==> src/rtl/front_panel_ctrl_if.sv <==
// CPU-side bundle of the front-panel controller: command strobes, memory
// write/read ports, step handshake and display selection.
interface front_panel_ctrl_if;
    logic        cpu_busy;
    logic        step_ack;
    logic        pc_load;
    logic        ac_load;
    logic [11:0] load_val;
    logic        mem_we;
    logic [11:0] mem_waddr;
    logic [11:0] mem_wdata;
    logic [11:0] mem_raddr;
    logic        step_req;
    logic [1:0]  disp_sel;
    logic [11:0] panel_addr;

    modport master (
        input  cpu_busy, step_ack,
        output pc_load, ac_load, load_val, mem_we, mem_waddr, mem_wdata,
               mem_raddr, step_req, disp_sel, panel_addr
    );

    modport slave (
        output cpu_busy, step_ack,
        input  pc_load, ac_load, load_val, mem_we, mem_waddr, mem_wdata,
               mem_raddr, step_req, disp_sel, panel_addr
    );
endinterface

==> src/rtl/front_panel_ctrl.sv <==
// Front-panel controller: synchronizes and debounces the five panel buttons and
// turns each debounced press into a single CPU command (load, deposit, step, display).
module front_panel_ctrl #(
    parameter int unsigned DEBOUNCE_CYCLES = 5
) (
    input  logic                  clk,
    input  logic                  btnCpuReset,
    input  logic                  btnc,
    input  logic                  btnu,
    input  logic                  btnd,
    input  logic                  btnl,
    input  logic                  btnr,
    input  logic [12:0]           sw,
    front_panel_ctrl_if.master    cpu
);

    localparam int NumBtn = 5;
    localparam logic [7:0] CntLast = 8'(DEBOUNCE_CYCLES - 1);

    typedef enum logic [1:0] {StIdle, StWrite, StStepWait} state_e;

    // Button order: {c, u, d, l, r}
    logic [NumBtn-1:0] btn_raw;
    logic [NumBtn-1:0] sync1_q, sync2_q, level_q, press_q;
    logic [7:0]        cnt_q [NumBtn];
    logic              sw_unused;

    assign btn_raw   = {btnc, btnu, btnd, btnl, btnr};
    assign sw_unused = sw[12];

    always_ff @(posedge clk or negedge btnCpuReset) begin
        if (!btnCpuReset) begin
            sync1_q <= '0;
            sync2_q <= '0;
            level_q <= '0;
            press_q <= '0;
            for (int i = 0; i < NumBtn; i++) cnt_q[i] <= 8'd0;
        end else begin
            sync1_q <= btn_raw;
            sync2_q <= sync1_q;
            for (int i = 0; i < NumBtn; i++) begin
                press_q[i] <= 1'b0;
                if (sync2_q[i] == level_q[i]) begin
                    cnt_q[i] <= 8'd0;
                end else if (cnt_q[i] == CntLast) begin
                    level_q[i] <= sync2_q[i];
                    cnt_q[i]   <= 8'd0;
                    press_q[i] <= sync2_q[i];
                end else begin
                    cnt_q[i] <= cnt_q[i] + 8'd1;
                end
            end
        end
    end

    logic press_c, press_u, press_d, press_l, press_r;
    assign {press_c, press_u, press_d, press_l, press_r} = press_q;

    state_e      state_q;
    logic        pc_load_q, ac_load_q, mem_we_q, step_req_q;
    logic [11:0] load_val_q, mem_waddr_q, mem_wdata_q, panel_addr_q;
    logic [1:0]  disp_sel_q;
    logic [11:0] addr_cur;

    // The increment lands on the edge closing the mem_we cycle; look ahead so a
    // deposit accepted on that same edge uses the advanced address.
    assign addr_cur = mem_we_q ? panel_addr_q + 12'd1 : panel_addr_q;

    always_ff @(posedge clk or negedge btnCpuReset) begin
        if (!btnCpuReset) begin
            state_q      <= StIdle;
            pc_load_q    <= 1'b0;
            ac_load_q    <= 1'b0;
            mem_we_q     <= 1'b0;
            step_req_q   <= 1'b0;
            load_val_q   <= 12'd0;
            mem_waddr_q  <= 12'd0;
            mem_wdata_q  <= 12'd0;
            panel_addr_q <= 12'd0;
            disp_sel_q   <= 2'd0;
        end else begin
            pc_load_q <= 1'b0;
            ac_load_q <= 1'b0;
            mem_we_q  <= 1'b0;
            if (press_c) disp_sel_q <= disp_sel_q + 2'd1;
            if (mem_we_q) panel_addr_q <= panel_addr_q + 12'd1;
            unique case (state_q)
                StIdle: begin
                    if (!cpu.cpu_busy) begin
                        if (press_l) begin
                            pc_load_q    <= 1'b1;
                            load_val_q   <= sw[11:0];
                            panel_addr_q <= sw[11:0];
                        end else if (press_r) begin
                            ac_load_q  <= 1'b1;
                            load_val_q <= sw[11:0];
                        end else if (press_d) begin
                            mem_waddr_q <= addr_cur;
                            mem_wdata_q <= sw[11:0];
                            state_q     <= StWrite;
                        end else if (press_u) begin
                            step_req_q <= 1'b1;
                            state_q    <= StStepWait;
                        end
                    end
                end
                StWrite: begin
                    mem_we_q <= 1'b1;
                    state_q  <= StIdle;
                end
                StStepWait: begin
                    if (cpu.step_ack) begin
                        step_req_q <= 1'b0;
                        state_q    <= StIdle;
                    end
                end
                default: state_q <= StIdle;
            endcase
        end
    end

    assign cpu.pc_load    = pc_load_q;
    assign cpu.ac_load    = ac_load_q;
    assign cpu.load_val   = load_val_q;
    assign cpu.mem_we     = mem_we_q;
    assign cpu.mem_waddr  = mem_waddr_q;
    assign cpu.mem_wdata  = mem_wdata_q;
    assign cpu.step_req   = step_req_q;
    assign cpu.disp_sel   = disp_sel_q;
    assign cpu.panel_addr = panel_addr_q;
    assign cpu.mem_raddr  = (disp_sel_q == 2'd3) ? sw[11:0] : panel_addr_q;

endmodule

==> src/flat_wrapper.sv <==
// flat-port wrapper written by rule: the top's interface ports become plain ports
module front_panel_ctrl_flat 
#(
    parameter int unsigned DEBOUNCE_CYCLES = 5
)
  (clk, btnCpuReset, btnc, btnu, btnd, btnl, btnr, sw, cpu_cpu_busy, cpu_step_ack, cpu_pc_load, cpu_ac_load, cpu_load_val, cpu_mem_we, cpu_mem_waddr, cpu_mem_wdata, cpu_mem_raddr, cpu_step_req, cpu_disp_sel, cpu_panel_addr);
  front_panel_ctrl_if cpu_i ();
  input  logic clk;
  input  logic btnCpuReset;
  input  logic btnc;
  input  logic btnu;
  input  logic btnd;
  input  logic btnl;
  input  logic btnr;
  input  logic [12:0] sw;
  input wire logic [$bits(cpu_i.cpu_busy)-1:0] cpu_cpu_busy;
  input wire logic [$bits(cpu_i.step_ack)-1:0] cpu_step_ack;
  output wire logic [$bits(cpu_i.pc_load)-1:0] cpu_pc_load;
  output wire logic [$bits(cpu_i.ac_load)-1:0] cpu_ac_load;
  output wire logic [$bits(cpu_i.load_val)-1:0] cpu_load_val;
  output wire logic [$bits(cpu_i.mem_we)-1:0] cpu_mem_we;
  output wire logic [$bits(cpu_i.mem_waddr)-1:0] cpu_mem_waddr;
  output wire logic [$bits(cpu_i.mem_wdata)-1:0] cpu_mem_wdata;
  output wire logic [$bits(cpu_i.mem_raddr)-1:0] cpu_mem_raddr;
  output wire logic [$bits(cpu_i.step_req)-1:0] cpu_step_req;
  output wire logic [$bits(cpu_i.disp_sel)-1:0] cpu_disp_sel;
  output wire logic [$bits(cpu_i.panel_addr)-1:0] cpu_panel_addr;
  assign cpu_i.cpu_busy = cpu_cpu_busy;
  assign cpu_i.step_ack = cpu_step_ack;
  assign cpu_pc_load = cpu_i.pc_load;
  assign cpu_ac_load = cpu_i.ac_load;
  assign cpu_load_val = cpu_i.load_val;
  assign cpu_mem_we = cpu_i.mem_we;
  assign cpu_mem_waddr = cpu_i.mem_waddr;
  assign cpu_mem_wdata = cpu_i.mem_wdata;
  assign cpu_mem_raddr = cpu_i.mem_raddr;
  assign cpu_step_req = cpu_i.step_req;
  assign cpu_disp_sel = cpu_i.disp_sel;
  assign cpu_panel_addr = cpu_i.panel_addr;
  front_panel_ctrl #(.DEBOUNCE_CYCLES(DEBOUNCE_CYCLES)) u_core (.clk(clk), .btnCpuReset(btnCpuReset), .btnc(btnc), .btnu(btnu), .btnd(btnd), .btnl(btnl), .btnr(btnr), .sw(sw), .cpu(cpu_i));
endmodule
==> config.mk <==
export PLATFORM = sky130hd
export DESIGN_NAME = front_panel_ctrl_flat
export DESIGN_NICKNAME = d
export VERILOG_FILES = /design/src/rtl/front_panel_ctrl_if.sv /design/src/rtl/front_panel_ctrl.sv /design/src/flat_wrapper.sv
export SDC_FILE = /design/constraint.sdc
export NUM_CORES = 1
export LEC_CHECK = 0
export BUFFER_PORTS_ARGS = -buffer_cell sky130_fd_sc_hd__buf_2
export CORE_MARGIN = 4
export CORE_UTILIZATION = 48
export CTS_CLUSTER_SIZE = 30
export DETAILED_ROUTE_END_ITERATION = 10
export MAX_ROUTING_LAYER = met4
export PLACE_DENSITY_LB_ADDON = 0.08
export SETUP_SLACK_MARGIN = 0.02
export SLEW_MARGIN = 10
export SYNTH_ARGS = -nofsm -noshare
export SYNTH_HDL_FRONTEND = slang
export SYNTH_SLANG_ARGS = --single-unit
==> constraint.sdc <==
create_clock -name clk -period 2 [get_ports clk]
set_input_delay 0.2 -clock clk [delete_from_list [all_inputs] [get_ports clk]]
set_output_delay 0.2 -clock clk [all_outputs]
set_load 0.01 [all_outputs]
==> reports/qor.yml <==
r2r_end: "u_core.level_q[0]"
vias_per_cell: 5.01
synth_area_per_cell_um2: 11.6
io_pins: 88
die_area_um2: 12100
rr_startpoint: "u_core.cnt_q[32]"
whs_ns: 0.0399
cts-htree-levels: 4
routed_wl_um: 10500
cts_tree: "done"
netlist_area_um2: 4980
fp.dieW_um: 110
critical_path.max_fanout: 7
wl_per_cell_um: 14.9
antenna_cells: 0
synthAdderAreaFrac_pct: 3.02
swShare_pct: 31.3
synth_edf_count: 0
nFillCells: 789
num_rows: 36
hold_end: "u_core.state_q[1]"
synth_nets: 462
ys_ff_latch: 116
ir_drop_mv: 1.08
cts_sinks: 116
yosys_warnings: 0
fmax_mhz: 507
hold_path.class: "input port to flop"
grt_overflow: 0
crit_path_end_kind: "primary output"
initial_core_util_pct: 50.0
grt_pass1_wl_um: 17000
post-route-min-period_ns: 1.97
setup_violations: 0
first_global_vias: 3495
antenna_found_initial: 0
ff2ff_setup_slack_ns: 0.28
multi_input_area_um2: 2000
syn_inst: 428
drcViolationCount: 0
p_switching_uw: 2850
min_path_cells: 4
criticalPathCategory: "flop to primary output"
vias: 3518
cts_root_buf: "clkbuf_8"
synth_ff_type: "dfrtp_1"
die_h_um: 110
synth-async-reset-ratio_pct: 100
synth_xor_area_share_pct: 7.56
hold_viol: 0
dp.cells: 647
worstPathArrival_ns: 1.77
critPathLaunchType: "flop"
synth_top_family_by_area: "simple AND/OR/NAND/NOR gates"
synth_compound_area_share_pct: 3.44
final_common_cell: "dfrtp_1"
grtUsageTotal_pct: 19.3
status: "completed"
synth-simple-area-share_pct: 16.2
p_per_area_nw_per_um2: 1380
utilization_pct: 65.9
core_um2: 9950
rsz0062_at_grt: "yes"
p_clk_share_pct: 33.0
reg2reg_depth: 6
cap_violations: 0
required_ns: 1.80
final_cell_mix: "dfrtp_1, buf_2, nor2_1"
grt_max_degree: 65
drive_gt1_share_pct: 31.1
slew_violations: 0
leakagePower_uw: 0.00318
yosys.cell_types.count: 35
min-delay-start: "cpu_cpu_busy"
yosysSeqAreaShare_pct: 58.3
final_nets: 590
numPortBuffers: 86
finClkSkew_ns: 0.00598
p_seq_share_pct: 38.1
cts_buffers: 17
muxShareOfSynthArea_pct: 9.52
worstMarginPinSlew_ns: 0.439
ant_nets: 0
final_cells: 702
clockBufferDepth: 2
relSlewSlack_pct: 70.5
drt-initial-drc-count: 165
dr.pass1.iters: 4
place.gp.congestion: 0.788
clk_pin_slew_ns: 0.05
combinationalPowerShare_pct: 28.9
areaGrowthSynthToFinish_pct: 31.7
hpwl_um: 6820
seq_area_um2: 2900
clk_latency_ns: 0.52
post-route-period-util_pct: 98.6
internal-power_uw: 6230
[cell usage after synthesis (2+ instances only)]
cell | instances | area share (%)
nor2b_1 | 4 | 0.50
xor2_1 | 25 | 4.4
nor4b_1 | 2 | 0.35
dfrtp_1 | 116 | 58
inv_1 | 16 | 1.2
xnor2_1 | 18 | 3.2
clkbuf_1 | 5 | 0.38
and2_1 | 5 | 0.63
nand2_1 | 30 | 2.3
mux2_2 | 39 | 8.8
ha_1 | 12 | 3.0
a21oi_1 | 16 | 1.6
and3_1 | 13 | 1.6
nand3_1 | 20 | 2.0
nand4_1 | 7 | 0.88
nor2_1 | 52 | 3.9
nor3_4 | 2 | 0.65
nand2b_1 | 4 | 0.50
nor3b_1 | 5 | 0.75
o21ai_0 | 15 | 1.5
nor3_1 | 5 | 0.50
nor4bb_1 | 2 | 0.40
mux2i_1 | 2 | 0.40
buf_2 | 2 | 0.20
[critical path, cell delays in order, from the launching register on]
cell	delay, ns
dfrtp_1	0.40
ha_4	0.22
buf_12	0.15
mux2_2	0.35
buf_6	0.13
[cells by family (layout without fill, tap and decap cells)]
logic type               after synthesis  count (layout)
AO/OA/AOI/OAI                         33              33
XOR/XNOR                              43              43
adder cells (fa/ha/maj)               12              12
buffers and inverters                 24             165
flip-flops                           116             116
multiplexers                          42              42
AND/OR/NAND/NOR                      158             158
[power by group through the flow]
stage	Combinational [µW]	Clock (µW)	Sequential, µW
after floorplan	1230	0	3620
after global placement	2320	0	3460
after detailed placement	2390	0	3490
after CTS	2530	3070	3460
after global routing	2950	3180	3560
final	2620	3000	3460
[layer usage]
metal | wire [µm] | share of wire (%) | up-vias | track usage (%)
met5 | 0 | 0 | - | -
met4 | 223 | 2.1 | 0 | 7.39
met3 | 499 | 4.8 | 22 | 6.17
met2 | 5030 | 48 | 86 | 29.9
met1 | 4710 | 45 | 1690 | 23.5
li1 | - | - | 1720 | -
[worst max path at each step]
stage,startpoint,to,slack [ns]
2_1_floorplan,u_core.cnt_q[32],u_core.level_q[0],0.34
3_3_place_gp,u_core.cnt_q[32],u_core.level_q[0],0.28
3_5_place_dp,u_core.cnt_q[32],u_core.level_q[0],0.27
4_1_cts,u_core.cpu.disp_sel[1],cpu_mem_raddr[11],0.02
5_1_grt,u_core.cpu.disp_sel[0],cpu_mem_raddr[2],-0.03
6_report,u_core.cpu.disp_sel[0],cpu_mem_raddr[2],0.03
[flip-flops by register name, summed over array words and instances (netlist names)]
register / cells
u_core.state_q: 2
u_core.cpu.mem_wdata: 12
u_core.cpu.pc_load: 1
u_core.cpu.step_req: 1
u_core.cpu.panel_addr: 12
u_core.press_q: 5
u_core.cpu.load_val: 12
u_core.sync1_q: 5
u_core.sync2_q: 5
u_core.level_q: 5
u_core.cpu.mem_waddr: 12
u_core.cpu.ac_load: 1
u_core.cpu.mem_we: 1
u_core.cpu.disp_sel: 2
u_core.cnt_q: 40
[layout make-up]
type | instances | share of cell area [%]
timing repair buffer | 117 | 12.6
tap | 133 | 2.54
inverter | 16 | 0.916
clock buffer | 19 | 6.74
sequential | 116 | 44.3
multi-input combinational | 288 | 30.5
clock inverter | 13 | 2.40
[stage by stage]
stage                     TNS, ns  instance area, µm²  setup slack, ns  power [µW]
after floorplan                 0                4980            0.335        4860
after global placement          0                5630            0.281        5790
after detailed placement        0                5630            0.270        5870
after CTS                       0                6500           0.0152        9060
after global routing       -0.141                6560          -0.0268        9680
final                           0                6560           0.0284        9080
[repair_timing]
action                                 in CTS  in global routing
gates cloned                                1                  0
setup endpoints to repair                  11                 10
resized for setup                           9                  9
pin swaps                                   1                  1
hold buffers                               19                  0
setup buffers                               2                  1
endpoints found under the hold margin     159                  0
Note: power is estimated with default switching activity, not from simulation.
